**src/rtl/e_cycle_sequencer_pkg.sv**
```systemverilog
// e_seq_pkg
//   Shared types and default parameter values for the 6809 E/Q bus-cycle
//   sequencer.
//   - seq_state_t : bus-cycle tracker state, 2-bit encoded
//   - DEF_*       : default values for the sequencer parameters
package e_seq_pkg;

  typedef enum logic [1:0] {
    IDLE  = 2'd0,
    ADDR  = 2'd1,
    EHIGH = 2'd2,
    HOLD  = 2'd3
  } seq_state_t;

  localparam int DEF_SYNC_STAGES  = 2;
  localparam int DEF_HOLD_CYCLES  = 3;
  localparam int DEF_LATE_CYCLES  = 44;
  localparam int DEF_STALL_CYCLES = 255;

endpackage

```
**src/rtl/e_cycle_sequencer_sync_edge_det.sv**
```systemverilog
// sync_edge_det
//   Multi-stage synchroniser for one asynchronous level, plus rise/fall
//   detection against the previous synchronised value.
//   Ports:
//     i_clk    : fast clock
//     i_reset  : asynchronous active-high reset
//     i_d      : asynchronous input level
//     o_level  : synchronised level (last stage)
//     o_rise   : combinational, last stage went 0 -> 1
//     o_fall   : combinational, last stage went 1 -> 0
//   Edges are only reported once the pipeline holds real samples, so a
//   level that is already high when reset releases is not seen as a rise.
module sync_edge_det #(
  parameter int SYNC_STAGES = 2
) (
  input  logic i_clk,
  input  logic i_reset,
  input  logic i_d,
  output logic o_level,
  output logic o_rise,
  output logic o_fall
);

  logic [SYNC_STAGES-1:0] sync_r;
  logic                   prev_r;
  logic [SYNC_STAGES:0]   vld_r;

  // Synchroniser chain, previous-value register and sample-valid tracker
  always_ff @(posedge i_clk or posedge i_reset) begin
    if (i_reset) begin
      sync_r <= '0;
      prev_r <= 1'b0;
      vld_r  <= '0;
    end else begin
      sync_r <= {sync_r[SYNC_STAGES-2:0], i_d};
      prev_r <= sync_r[SYNC_STAGES-1];
      vld_r  <= {vld_r[SYNC_STAGES-1:0], 1'b1};
    end
  end

  assign o_level = sync_r[SYNC_STAGES-1];
  // vld_r top bit means prev_r also holds a post-reset sample
  assign o_rise  = vld_r[SYNC_STAGES] & o_level & ~prev_r;
  assign o_fall  = vld_r[SYNC_STAGES] & ~o_level & prev_r;

endmodule

```
**src/rtl/e_cycle_sequencer.sv**
```systemverilog
// e_cycle_sequencer
//   Tracks each 6809 bus cycle from the synchronised E and Q clocks and
//   drives the board buffer controls.
//   Ports:
//     i_clk, i_reset         : fast PLL clock, async active-high reset
//     i_e_clk, i_q_clk       : 6809 E and Q (asynchronous)
//     i_rw, i_sel            : R/W and board select, latched at cycle start
//     o_buf_oe, o_late_oe    : early / late buffer enables
//     o_dir                  : 1 = drive toward the CPU
//     o_wr_strobe            : one-cycle write-capture pulse on E fall
//     o_cycle_start          : one-cycle pulse on each E rise
//     o_stall                : E has not toggled for STALL_CYCLES clocks
//   All outputs are registered.
module e_cycle_sequencer
  import e_seq_pkg::*;
#(
  parameter int SYNC_STAGES  = DEF_SYNC_STAGES,
  parameter int HOLD_CYCLES  = DEF_HOLD_CYCLES,
  parameter int LATE_CYCLES  = DEF_LATE_CYCLES,
  parameter int STALL_CYCLES = DEF_STALL_CYCLES
) (
  input  logic i_clk,
  input  logic i_reset,
  input  logic i_e_clk,
  input  logic i_q_clk,
  input  logic i_rw,
  input  logic i_sel,
  output logic o_buf_oe,
  output logic o_late_oe,
  output logic o_dir,
  output logic o_wr_strobe,
  output logic o_cycle_start,
  output logic o_stall
);

  localparam int LW = $clog2(LATE_CYCLES + 1);
  localparam int HW = $clog2(HOLD_CYCLES + 1);
  localparam int SW = $clog2(STALL_CYCLES + 1);
  localparam logic [LW-1:0] LATE_MAX  = LW'(LATE_CYCLES);
  localparam logic [HW-1:0] HOLD_INIT = HW'(HOLD_CYCLES - 1);
  localparam logic [SW-1:0] STALL_MAX = SW'(STALL_CYCLES);

  seq_state_t    state_r, state_nxt_s;
  logic          e_level_s, e_rise_s, e_fall_s;
  logic          q_level_s, q_rise_s, q_fall_s;
  logic          unused_s;
  logic [LW-1:0] late_cnt_r, late_nxt_s;
  logic [HW-1:0] hold_cnt_r, hold_nxt_s;
  logic [SW-1:0] stall_cnt_r, stall_nxt_s;
  logic          rw_r, sel_r, rw_nxt_s, sel_nxt_s;
  logic          buf_oe_nxt_s, late_oe_nxt_s, dir_nxt_s;
  logic          wr_nxt_s, cs_nxt_s, stall_flag_nxt_s;

  sync_edge_det #(.SYNC_STAGES(SYNC_STAGES)) u_e_sync (
    .i_clk   (i_clk),
    .i_reset (i_reset),
    .i_d     (i_e_clk),
    .o_level (e_level_s),
    .o_rise  (e_rise_s),
    .o_fall  (e_fall_s)
  );

  sync_edge_det #(.SYNC_STAGES(SYNC_STAGES)) u_q_sync (
    .i_clk   (i_clk),
    .i_reset (i_reset),
    .i_d     (i_q_clk),
    .o_level (q_level_s),
    .o_rise  (q_rise_s),
    .o_fall  (q_fall_s)
  );

  // Only the Q rise and the E edges steer the sequencer
  assign unused_s = ^{e_level_s, q_level_s, q_fall_s};

  // State register
  always_ff @(posedge i_clk or posedge i_reset) begin
    if (i_reset) begin
      state_r <= IDLE;
    end else begin
      state_r <= state_nxt_s;
    end
  end

  // Next-state logic; an E rise always wins over Q rise or hold expiry
  always_comb begin
    state_nxt_s = state_r;
    case (state_r)
      IDLE: begin
        if (e_rise_s) begin
          state_nxt_s = EHIGH;
        end else if (q_rise_s) begin
          state_nxt_s = ADDR;
        end else begin
          state_nxt_s = IDLE;
        end
      end
      ADDR: begin
        if (e_rise_s) begin
          state_nxt_s = EHIGH;
        end else begin
          state_nxt_s = ADDR;
        end
      end
      EHIGH: begin
        if (e_fall_s) begin
          state_nxt_s = HOLD;
        end else begin
          state_nxt_s = EHIGH;
        end
      end
      HOLD: begin
        if (e_rise_s) begin
          state_nxt_s = EHIGH;
        end else if (hold_cnt_r == '0) begin
          state_nxt_s = IDLE;
        end else begin
          state_nxt_s = HOLD;
        end
      end
      default: state_nxt_s = IDLE;
    endcase
  end

  // Next values of the rw/sel latch and the saturating counters
  always_comb begin
    rw_nxt_s    = rw_r;
    sel_nxt_s   = sel_r;
    late_nxt_s  = late_cnt_r;
    hold_nxt_s  = hold_cnt_r;
    stall_nxt_s = stall_cnt_r;
    // ADDR keeps the value captured at the Q rise
    if (((state_r == IDLE) && (e_rise_s || q_rise_s)) ||
        ((state_r == HOLD) && e_rise_s)) begin
      rw_nxt_s  = i_rw;
      sel_nxt_s = i_sel;
    end else begin
      rw_nxt_s  = rw_r;
      sel_nxt_s = sel_r;
    end
    if ((state_nxt_s == EHIGH) && (state_r != EHIGH)) begin
      late_nxt_s = '0;
    end else if ((state_r == EHIGH) && (late_cnt_r != LATE_MAX)) begin
      late_nxt_s = late_cnt_r + LW'(1);
    end else begin
      late_nxt_s = late_cnt_r;
    end
    if ((state_r == EHIGH) && e_fall_s) begin
      hold_nxt_s = HOLD_INIT;
    end else if ((state_r == HOLD) && (hold_cnt_r != '0)) begin
      hold_nxt_s = hold_cnt_r - HW'(1);
    end else begin
      hold_nxt_s = hold_cnt_r;
    end
    if (e_rise_s || e_fall_s) begin
      stall_nxt_s = '0;
    end else if (stall_cnt_r != STALL_MAX) begin
      stall_nxt_s = stall_cnt_r + SW'(1);
    end else begin
      stall_nxt_s = stall_cnt_r;
    end
  end

  // Datapath registers
  always_ff @(posedge i_clk or posedge i_reset) begin
    if (i_reset) begin
      rw_r        <= 1'b0;
      sel_r       <= 1'b0;
      late_cnt_r  <= '0;
      hold_cnt_r  <= '0;
      stall_cnt_r <= '0;
    end else begin
      rw_r        <= rw_nxt_s;
      sel_r       <= sel_nxt_s;
      late_cnt_r  <= late_nxt_s;
      hold_cnt_r  <= hold_nxt_s;
      stall_cnt_r <= stall_nxt_s;
    end
  end

  // Output decode from the upcoming state so the registered outputs
  // change on the same edge as the state
  always_comb begin
    buf_oe_nxt_s     = (state_nxt_s == EHIGH) || (state_nxt_s == HOLD);
    late_oe_nxt_s    = (state_nxt_s == HOLD) ||
                       ((state_nxt_s == EHIGH) && (late_nxt_s == LATE_MAX));
    dir_nxt_s        = buf_oe_nxt_s & rw_nxt_s & sel_nxt_s;
    wr_nxt_s         = (state_r == EHIGH) & e_fall_s & ~rw_r & sel_r;
    cs_nxt_s         = e_rise_s;
    stall_flag_nxt_s = (stall_nxt_s == STALL_MAX);
  end

  // Output registers
  always_ff @(posedge i_clk or posedge i_reset) begin
    if (i_reset) begin
      o_buf_oe      <= 1'b0;
      o_late_oe     <= 1'b0;
      o_dir         <= 1'b0;
      o_wr_strobe   <= 1'b0;
      o_cycle_start <= 1'b0;
      o_stall       <= 1'b0;
    end else begin
      o_buf_oe      <= buf_oe_nxt_s;
      o_late_oe     <= late_oe_nxt_s;
      o_dir         <= dir_nxt_s;
      o_wr_strobe   <= wr_nxt_s;
      o_cycle_start <= cs_nxt_s;
      o_stall       <= stall_flag_nxt_s;
    end
  end

endmodule

```
**config.mk**
```make
export PLATFORM = sky130hd
export DESIGN_NAME = e_cycle_sequencer
export DESIGN_NICKNAME = d
export VERILOG_FILES = /design/src/rtl/e_cycle_sequencer_pkg.sv /design/src/rtl/e_cycle_sequencer_sync_edge_det.sv /design/src/rtl/e_cycle_sequencer.sv
export SDC_FILE = /design/constraint.sdc
export NUM_CORES = 1
export LEC_CHECK = 0
export ABC_AREA = 1
export BUFFER_PORTS_ARGS = -buffer_cell sky130_fd_sc_hd__buf_2
export CAP_MARGIN = 20
export CORE_MARGIN = 5
export CORE_UTILIZATION = 63
export DETAILED_ROUTE_END_ITERATION = 10
export PLACE_DENSITY = 0.92
export SETUP_SLACK_MARGIN = 0.3
export SYNTH_ARGS = -nofsm -noshare
export SYNTH_HDL_FRONTEND = slang
export SYNTH_SLANG_ARGS = --single-unit
```
**constraint.sdc**
```tcl
create_clock -name i_clk -period 4.31 [get_ports i_clk]
set_input_delay 0.6465 -clock i_clk [delete_from_list [all_inputs] [get_ports i_clk]]
set_output_delay 0.6465 -clock i_clk [all_outputs]
set_load 0.02 [all_outputs]
```
# Word-level counts from Yosys, hierarchy flattened
# Index checks and enable logic that the tools add are counted.
dict set report classes {
  n_mux 15
  addsub 3
  bitwise_logic 15
  n_eq_ne 10
  reduce_logical 16
}
# cell count
set ops {}
lappend ops {{$mux W8} 2}
lappend ops {{$mux W2} 6}
lappend ops {{$mux W6} 2}
lappend ops {{$and A1 B1 Y1} 11}
lappend ops {{$add A8 B1 Y8 const B} 1}
lappend ops {{$eq A2 B2 Y1 const B} 4}
lappend ops {{$eq A8 B8 Y1 const B} 1}
lappend ops {{$ne A8 B8 Y1 const B} 1}
lappend ops {{$pmux W2 S4} 1}
lappend ops {{$logic_and A1 B1 Y1} 7}
lappend ops {{$add A6 B1 Y6 const B} 1}
lappend ops {{$eq A6 B6 Y1 const B} 1}
lappend ops {{$ne A6 B6 Y1 const B} 1}
lappend ops {{$logic_or A1 B1 Y1} 5}
lappend ops {{$logic_not A2 Y1} 2}
lappend ops {{$mux W1} 4}
lappend ops {{$not A1 Y1} 4}
lappend ops {{$reduce_bool A2 Y1} 2}
lappend ops {{$eq A2 B1 Y1 const B} 1}
lappend ops {{$ne A2 B2 Y1 const B} 1}
lappend ops {{$sub A2 B1 Y2 const B} 1}
dict set report word_totals {
  word_cells 77
  register_bits 38
  output_inout_bits 6
  in_bits 6
}

# Longest topological paths before layout
# Gate-level depths: netlist of the first run.
dict set report depth {
  ltp_word 11
  ltp_mapped 14
  depth_no_buf 14
}

# By module
# From an unflattened synthesis of the first run, not the netlist that was laid out.
dict set report hier_totals {
  hier_cells 209
  hier_area_um2 1809.2
}
# module n_inst cells_each seq_area_each_um2 area_per_inst_um2
set modules_own_cells {}
lappend modules_own_cells {e_cycle_sequencer 1 185 650.6 1463.9}
lappend modules_own_cells {sync_edge_det 2 12 150.1 172.7}

# Worst setup path after synthesis of the first run
# Ideal clock, no wire load.
dict set report synth_path {
  path_type {reg-to-reg}
  start {reg late_cnt_r[0]}
  end {reg o_late_oe}
  arrival_time_ns 1.335
  slack_ns 2.857
  setup_ns 0.117
  t_required_ns 4.193
  path_stages_with_launch 14
  path_cell_list {dfrtp_1 > inv_1 > ha_1 > inv_1 > nor2_1 > nand2_1 > nand2_2 > nand2_1 > nand2_1 > clkinv_1 > nand3_1 > nor2_2 > nand3_1 > nand2_1}
}
dict set report synth_between {
  elab_chain_cells 7
}
# element line_no
set synth_lines {}
lappend synth_lines {{from (decl)} e_cycle_sequencer.sv:47} ;# logic [LW-1:0] late_cnt_r, late_nxt_s;
lappend synth_lines {{from (signal assigned)} e_cycle_sequencer.sv:174} ;# late_cnt_r <= late_nxt_s;
lappend synth_lines {{parallel branches: the longest is 2 deep, another holds $add A6 B1 Y6} --}
lappend synth_lines {{$mux W6 (*)} e_cycle_sequencer.sv:142} ;# end else if ((state_r == EHIGH) && (late_cnt_r != LATE_MAX)) begin
lappend synth_lines {{$mux W6 (*)} e_cycle_sequencer.sv:140} ;# if ((state_nxt_s == EHIGH) && (state_r != EHIGH)) begin
lappend synth_lines {{$eq A6 B6 Y1 (*)} e_cycle_sequencer.sv:185} ;# ((state_nxt_s == EHIGH) && (late_nxt_s == LATE_MAX));
lappend synth_lines {{$logic_and A1 B1 Y1 (*)} e_cycle_sequencer.sv:185}
lappend synth_lines {{$logic_or A1 B1 Y1 (*)} e_cycle_sequencer.sv:184} ;# late_oe_nxt_s = (state_nxt_s == HOLD) ||
lappend synth_lines {{named net late_oe_nxt_s} e_cycle_sequencer.sv:51} ;# logic buf_oe_nxt_s, late_oe_nxt_s, dir_nxt_s;
lappend synth_lines {{to (signal assigned)} e_cycle_sequencer.sv:203} ;# o_late_oe <= late_oe_nxt_s;
lappend synth_lines {{to (decl)} e_cycle_sequencer.sv:29} ;# output logic o_late_oe,
# Mark *: on every way through the listed nets, which the timed path passes.
# A chain may end at the register's enable or synchronous reset.

# Final worst setup path of the first run
dict set report layout_path {
  start {reg hold_cnt_r[0]}
  end {reg o_late_oe}
}
dict set report layout_between {
  elab_chain_cells 10
}
# element line_no
set layout_lines {}
lappend layout_lines {{from (decl)} e_cycle_sequencer.sv:48} ;# logic [HW-1:0] hold_cnt_r, hold_nxt_s;
lappend layout_lines {{from (signal assigned)} e_cycle_sequencer.sv:175} ;# hold_cnt_r <= hold_nxt_s;
lappend layout_lines {{$logic_not A2 Y1 (*)} e_cycle_sequencer.sv:114} ;# end else if (hold_cnt_r == '0) begin
lappend layout_lines {{$mux W2 (*)} e_cycle_sequencer.sv:114}
lappend layout_lines {{$mux W2 (*)} e_cycle_sequencer.sv:112} ;# if (e_rise_s) begin
lappend layout_lines {{$pmux W2 S4 (*)} e_cycle_sequencer.sv:87} ;# case (state_r)
lappend layout_lines {{$eq A2 B2 Y1} {e_cycle_sequencer.sv:140, e_cycle_sequencer.sv:185}}
lappend layout_lines {{$logic_and A1 B1 Y1} e_cycle_sequencer.sv:140}
lappend layout_lines {{$mux W6} e_cycle_sequencer.sv:140}
lappend layout_lines {{$eq A6 B6 Y1} e_cycle_sequencer.sv:185}
lappend layout_lines {{$logic_and A1 B1 Y1} e_cycle_sequencer.sv:185}
lappend layout_lines {{$logic_or A1 B1 Y1 (*)} e_cycle_sequencer.sv:184}
lappend layout_lines {{named net late_oe_nxt_s} e_cycle_sequencer.sv:51}
# The timed path passes the listed nets; every way through them passes the cells marked *.

==> metrics.cfg, run 1 <==
[outcome]
status=finished clean

[floorplan]
initial_core_util=0.657
die_area_um2=4050
fp-row-count=19
fp.coreArea_um2=2760
ios=12
die_x_um=63.6
die_h_um=63.6

[timing]
setup_tns_ns=0
slew_violations=0
max_freq_ghz=0.598
whs_ns=0.199
min_period_ns=1.67
setup_viol=0
fin_skew_ns=0.0123
hold_viol=0
period_share=0.388
rsz0062_at_grt=false

[drt]
dr.pass1.iters=4
viasPerCell=5.26
ant_nets=0
vias=1432
routedWlPerCell_um=12.1
wl_um=3290
drt_iter0_markers=96
drc_errors=0

[clocking]
cts_resized=0
cts_tree=built
h-tree-depth=2
clkTransAtPathRegs_ns=0.12
cts_max_path_buffers=2
postCtsHoldBufs=0
clock_latency_ns=0.34
root_buffer=clkbuf_4
cts_setup_buffers=0
cts.sinks=35
numCtsBuffers=5

[synth]
avgSynthCellArea_um2=8.19
synth_largest_area_cell=dfrtp_1
ys.flop_type=dfrtp_1
synth_cells=221
ys_async_sr_fraction=1.00
ys_types=29
synth_top_area_frac=0.484
syn_nets=231
ys_seq_area_frac=0.484
synth_edf_count=0
syn_area_um2=1810
synth-seq-cells=35
ys_top_cells_by_area=dfrtp_1, nand2_1, inv_1
yosys_warnings=0

[final_layout]
final_cell_area_um2=1980
syn2layout_area_growth_pct=9.33
final_cells=272
seqCellArea_um2=876
nFillCells=206
antenna_cells=0
nNetsFinal=250
drive_gt1_frac=0.187
multi_input_area_um2=762

[place]
dp_hpwl_um=2490
placed_area_um2=1910
port_buffers=11
place_congestion=0.838
post-place-cells=264

[hold_path]
hold_path.class=input pin to asynchronous set/reset pin

[pwr]
p_leak_nw=1.07
max-vdd-ir-drop_mv=0.543
total_power_mw=1.24
pwr_density_cell_nw_per_um2=627

[grt]
gr-total-overflow=0
grt_start_max_net_pins=31
grt_pass1_vias=1428
antenna_found_initial=0
groute.usage.overall=0.183
grt_first_pass_wirelength_um=5970

[worst_setup_path]
required_ns=4.59
start_kind=flip-flop
criticalPathCategory=flip-flop to flip-flop
arrival_ns=1.96
crit_path_max_fanout=5
end_kind=flip-flop

[job]
max_cap_viol_count=0

-- cells in the final DEF, fill, tap and decap left out, types with 2 or more instances in the layout --
master	count
inv_2	3
o21ai_0	3
nand2_1	51
nor3_1	5
nor2_4	4
a31oi_1	2
nand3_2	4
dfrtp_1	35
nor2_2	5
buf_2	11
clkbuf_4	5
nand2_2	4
inv_1	41
clkinv_1	2
xnor2_1	3
ha_1	4
nand4_1	6
nor2_1	18
nand3_1	19
-- power by group --
group | internal (mW) | switching (mW)
clock network | 0.0803 | 0.114
logic | 0.194 | 0.350
registers | 0.415 | 0.0869
-- metrics by stage --
step | util | worst slack, ns
floorplan | - | 2.86
detailed placement | 0.693 | 2.68
global route | 0.718 | 2.48
CTS | 0.718 | 2.63
finish | 0.718 | 2.64
global placement | 0.693 | 2.76
-- state kept, by name, summed over array words and instances, names as in the netlist, 2 cells and up --
signal	flops
u_q_sync.sync_r	2
u_q_sync.vld_r	2
hold_cnt_r	2
u_e_sync.sync_r	2
late_cnt_r	6
stall_cnt_r	8
state_r	2
-- path summary, 6_finish.rpt --
path,from,cells past startpoint,slack [ns],endpoint
worst max-delay path,hold_cnt_r[0]$_DFFE_PP0P_,12,2.64,o_late_oe$_DFF_PP0_
worst min-delay path,i_reset,2,0.20,stall_cnt_r[5]$_DFF_PP0_
worst max register to register,hold_cnt_r[0]$_DFFE_PP0P_,12,2.64,o_late_oe$_DFF_PP0_
worst min register to register,u_e_sync.sync_r[0]$_DFF_PP0_,0,0.36,u_e_sync.sync_r[1]$_DFF_PP0_
max in group asynchronous,i_reset,3,3.50,stall_cnt_r[6]$_DFF_PP0_
min in group i_clk,u_e_sync.sync_r[0]$_DFF_PP0_,0,0.36,u_e_sync.sync_r[1]$_DFF_PP0_
-- worst max-delay path, cell delays in order, from the launching register on --
cell and delay [ns]:
dfrtp_1 0.39, inv_1 0.08, ha_1 0.24, nand2_1 0.11, nand2_1 0.09, nor2_1 0.06
nor2_2 0.09, nand3_1 0.15, nand2_1 0.13, nand2_1 0.07, nor2_2 0.07, nand3_1 0.07
nand2_1 0.06
-- layer usage --
layer,vias to the layer above,global-route usage,wire length [um],share of wire
li1,723,-,-,-
met1,667,0.217,1410,0.43
met2,37,0.306,1680,0.51
met3,5,0.0551,161,0.049
met4,0,0.0779,51,0.015
met5,-,0,0,0
-- cell type report --
class,count,area share
well taps,31,0.0196
inverters,46,0.0872
multi-input cells,140,0.385
repair buffers,12,0.0316
flip-flops and latches,35,0.442
clock inverters,2,0.00822
clock buffers,6,0.0259
-- cell families after synthesis --
family          synth area share
compound gates            0.0408
xor+xnor                  0.0145
fa+ha+maj                 0.0276
buf+inv                   0.0954
flops                      0.484
mux                      0.00553
other cells              0.00207
simple gates               0.330
-- Yosys cell counts, types with 2 or more instances --
cell	count
a31oi_1	2
xnor2_1	3
clkinv_1	2
o21ai_0	3
dfrtp_1	35
nor2_1	18
nand3_2	4
inv_1	41
nand2_1	51
nand4_1	6
nor2_2	5
nand3_1	19
inv_2	3
nor3_1	5
nor2_4	4
nand2_2	4
ha_1	4
Power figures use the tool's default switching activity.
==> inputs of run 2 (changes only) <==
ABC_AREA = 0   (was 1)
CORE_UTILIZATION = 58   (was 63)
PLACE_DENSITY = 0.87   (was 0.92)
clock period = 1.7 ns   (was 4.31 ns; I/O delays follow)
==> metrics.cfg, run 2 <==
[final_layout]
antenna_cells=0  ; unchanged
top_regs=stall_cnt_r: 8 flops, late_cnt_r: 6 flops  ; unchanged
mostFrequentLayoutCells=dfrtp_1, buf_4, nor2_1  ; was nand2_1, inv_1, dfrtp_1
largest_register_ffs=8  ; unchanged
final_cell_area_um2=2350  ; was 1980 um^2
drive_gt1_frac=0.500  ; was 0.187
final_cells=233  ; was 272
syn2layout_area_growth_pct=38.2  ; was 9.33%
nNetsFinal=211  ; was 250
top_register=stall_cnt_r  ; unchanged
layout_commonest_cell=dfrtp_1  ; was nand2_1

[timing]
setup_tns_ns=0  ; unchanged
max_freq_ghz=0.600  ; was 0.598 GHz
fin_ws_ns=0.0327  ; was 2.64 ns
min_period_ns=1.67  ; about the same
fin_skew_ns=0.00880  ; was 0.0123 ns
whs_ns=0.0106  ; was 0.199 ns
period_share=0.981  ; was 0.388
rsz0062_at_grt=true  ; was false
setup_viol=0  ; unchanged
slew_violations=0  ; unchanged
hold_viol=0  ; unchanged

[grt]
grt_first_pass_wirelength_um=6610  ; was 5970 um
grt_start_max_net_pins=36  ; was 31
antenna_found_initial=0  ; unchanged
gr-total-overflow=0  ; unchanged
groute.usage.overall=0.209  ; was 0.183
grt_pass1_vias=1414  ; was 1428

[outcome]
status=finished clean  ; unchanged

[floorplan]
fp.coreArea_um2=2780  ; was 2760 um^2
fp-row-count=19  ; unchanged
die_h_um=64.1  ; was 63.6 um
die_area_um2=4110  ; was 4050 um^2
die_x_um=64.1  ; was 63.6 um
initial_core_util=0.610  ; was 0.657
ios=12  ; unchanged

[worst_setup_path]
arrival_ns=1.93  ; was 1.96 ns
criticalPathCategory=flip-flop to flip-flop  ; unchanged
end_kind=flip-flop  ; unchanged
start_kind=flip-flop  ; unchanged
required_ns=1.96  ; was 4.59 ns
crit_path_max_fanout=5  ; unchanged

[clocking]
cts_max_path_buffers=2  ; unchanged
clock_latency_ns=0.35  ; was 0.34 ns
cts.sinks=35  ; unchanged
h-tree-depth=2  ; unchanged
numCtsBuffers=5  ; unchanged
clkTransAtPathRegs_ns=0.11  ; was 0.12 ns
cts_tree=built  ; unchanged
root_buffer=clkbuf_4  ; unchanged

[place]
placed_area_um2=1840  ; was 1910 um^2
dp_slack_ns=-0.0213  ; was 2.68 ns
dp_hpwl_um=2130  ; was 2490 um
port_buffers=11  ; unchanged
place_congestion=0.813  ; was 0.838
post-place-cells=194  ; was 264

[pwr]
p_leak_nw=1.05  ; was 1.07 nW
max-vdd-ir-drop_mv=1.54  ; was 0.543 mV
pwr_density_cell_nw_per_um2=1450  ; was 627 nW/um^2

[synth]
netlist_top_cells_count=dfrtp_1, nor2_1, a21oi_1  ; was nand2_1, inv_1, dfrtp_1
synth_largest_area_cell=dfrtp_1  ; unchanged
synth_most_common_cell=dfrtp_1  ; was nand2_1
yosys_warnings=0  ; unchanged
synth_top_area_frac=0.516  ; was 0.484
syn_nets=162  ; was 231
synth_edf_count=0  ; unchanged
synth_cells=152  ; was 221
synth-seq-cells=35  ; unchanged
ys_types=46  ; was 29
syn_area_um2=1700  ; was 1810 um^2
ys_async_sr_fraction=1.00  ; unchanged
ys_seq_area_frac=0.516  ; was 0.484
avgSynthCellArea_um2=11.2  ; was 8.19 um^2
ys.flop_type=dfrtp_1  ; unchanged
ys_top_cells_by_area=dfrtp_1, a21oi_1, ha_1  ; was dfrtp_1, nand2_1, inv_1

[drt]
viasPerCell=6.22  ; was 5.26
wl_um=4930  ; was 3290 um
ant_nets=0  ; unchanged
routedWlPerCell_um=21.2  ; was 12.1 um
drt_iter0_markers=96  ; unchanged
drc_errors=0  ; unchanged
vias=1450  ; was 1432
dr.pass1.iters=4  ; unchanged

[job]
max_cap_viol_count=0  ; unchanged

[hold_path]
hold_path.class=input pin to flip-flop  ; was input pin to asynchronous set/reset pin

## run 2: changes by cell type after synthesis, moves of 4 or more
cell | previous run | this run
a21oi_1 | 1 | 10
and4_1 | 0 | 4
inv_1 | 41 | 8
nand2_1 | 51 | 9
nand3_1 | 19 | 3
nand3_2 | 4 | 0
nand4_1 | 6 | 1
nor2_1 | 18 | 13
nor2_2 | 5 | 0
nor2_4 | 4 | 0
xor2_1 | 0 | 4
## run 2: cell families after synthesis
| logic type | Yosys count | synth area share |
|---|---|---|
| flops | 35 | 0.516 |
| fa+ha+maj | 4 | 0.0295 |
| xor+xnor | 6 | 0.0310 |
| simple gates | 59 | 0.228 |
| other cells | 1 | 0.00221 |
| mux | 6 | 0.0376 |
| buf+inv | 12 | 0.0368 |
| compound gates | 29 | 0.119 |
## run 2: timing repair
action,in CTS,in global routing
buffers inserted,19,10
endpoints found under the hold margin,11,1
cloned,0,0
gates resized for setup,21,28
hold buffers,1,1
setup endpoints to repair,14,20
pin swaps,13,16
## run 2: worst paths after layout
kind / from / endpoint / slack, ns / depth (start not counted)
worst max-delay path: stall_cnt_r[1]$_DFF_PP0_ / o_stall$_DFF_PP0_ / 0.03 / 6
worst min-delay path: i_q_clk / u_q_sync.sync_r[0]$_DFF_PP0_ / 0.01 / 1
worst max register to register: stall_cnt_r[1]$_DFF_PP0_ / o_stall$_DFF_PP0_ / 0.03 / 6
worst min register to register: u_e_sync.sync_r[0]$_DFF_PP0_ / u_e_sync.sync_r[1]$_DFF_PP0_ / 0.37 / 0
max in group asynchronous: i_reset / state_r[1]$_DFF_PP0_ / 0.85 / 4
min in group asynchronous: i_reset / stall_cnt_r[3]$_DFF_PP0_ / 0.52 / 4
## run 2: metal layers
| layer | share of wire | GRT usage | wire length [um] | vias to the layer above |
|---|---|---|---|---|
| li1 | - | - | - | 641 |
| met1 | 0.38 | 0.239 | 1860 | 733 |
| met2 | 0.54 | 0.349 | 2650 | 61 |
| met3 | 0.051 | 0.0630 | 249 | 15 |
| met4 | 0.035 | 0.115 | 172 | 0 |
| met5 | 0 | 0 | 0 | - |
## run 2: cell type report
class	count	area (um^2)
clock buffer	8	68.8
inverter	8	32.5
tap	31	38.8
fill	131	434
multi-input combinational	105	970
sequential	35	881
timing repair buffer	46	357
## run 2: power by group
group          internal [mW]  total, mW  switching (mW)
registers               1.02       1.28           0.262
logic                  0.831       1.61           0.775
clock network          0.243      0.526           0.283
## run 2: worst max-delay path, cell delays in order, from the launching register on
cell and delay [ns]:
dfrtp_1 0.44, ha_4 0.20, and2_4 0.18, and4_4 0.15
nor3_4 0.19, o2111ai_2 0.14, nor4_2 0.28
## run 2: metrics by stage
stage,utilization,power [mW]
final,0.844,3.41
after floorplan,-,2.01
after global placement,0.660,2.17
after detailed placement,0.660,2.22
after global routing,0.844,3.59
after CTS,0.767,3.01
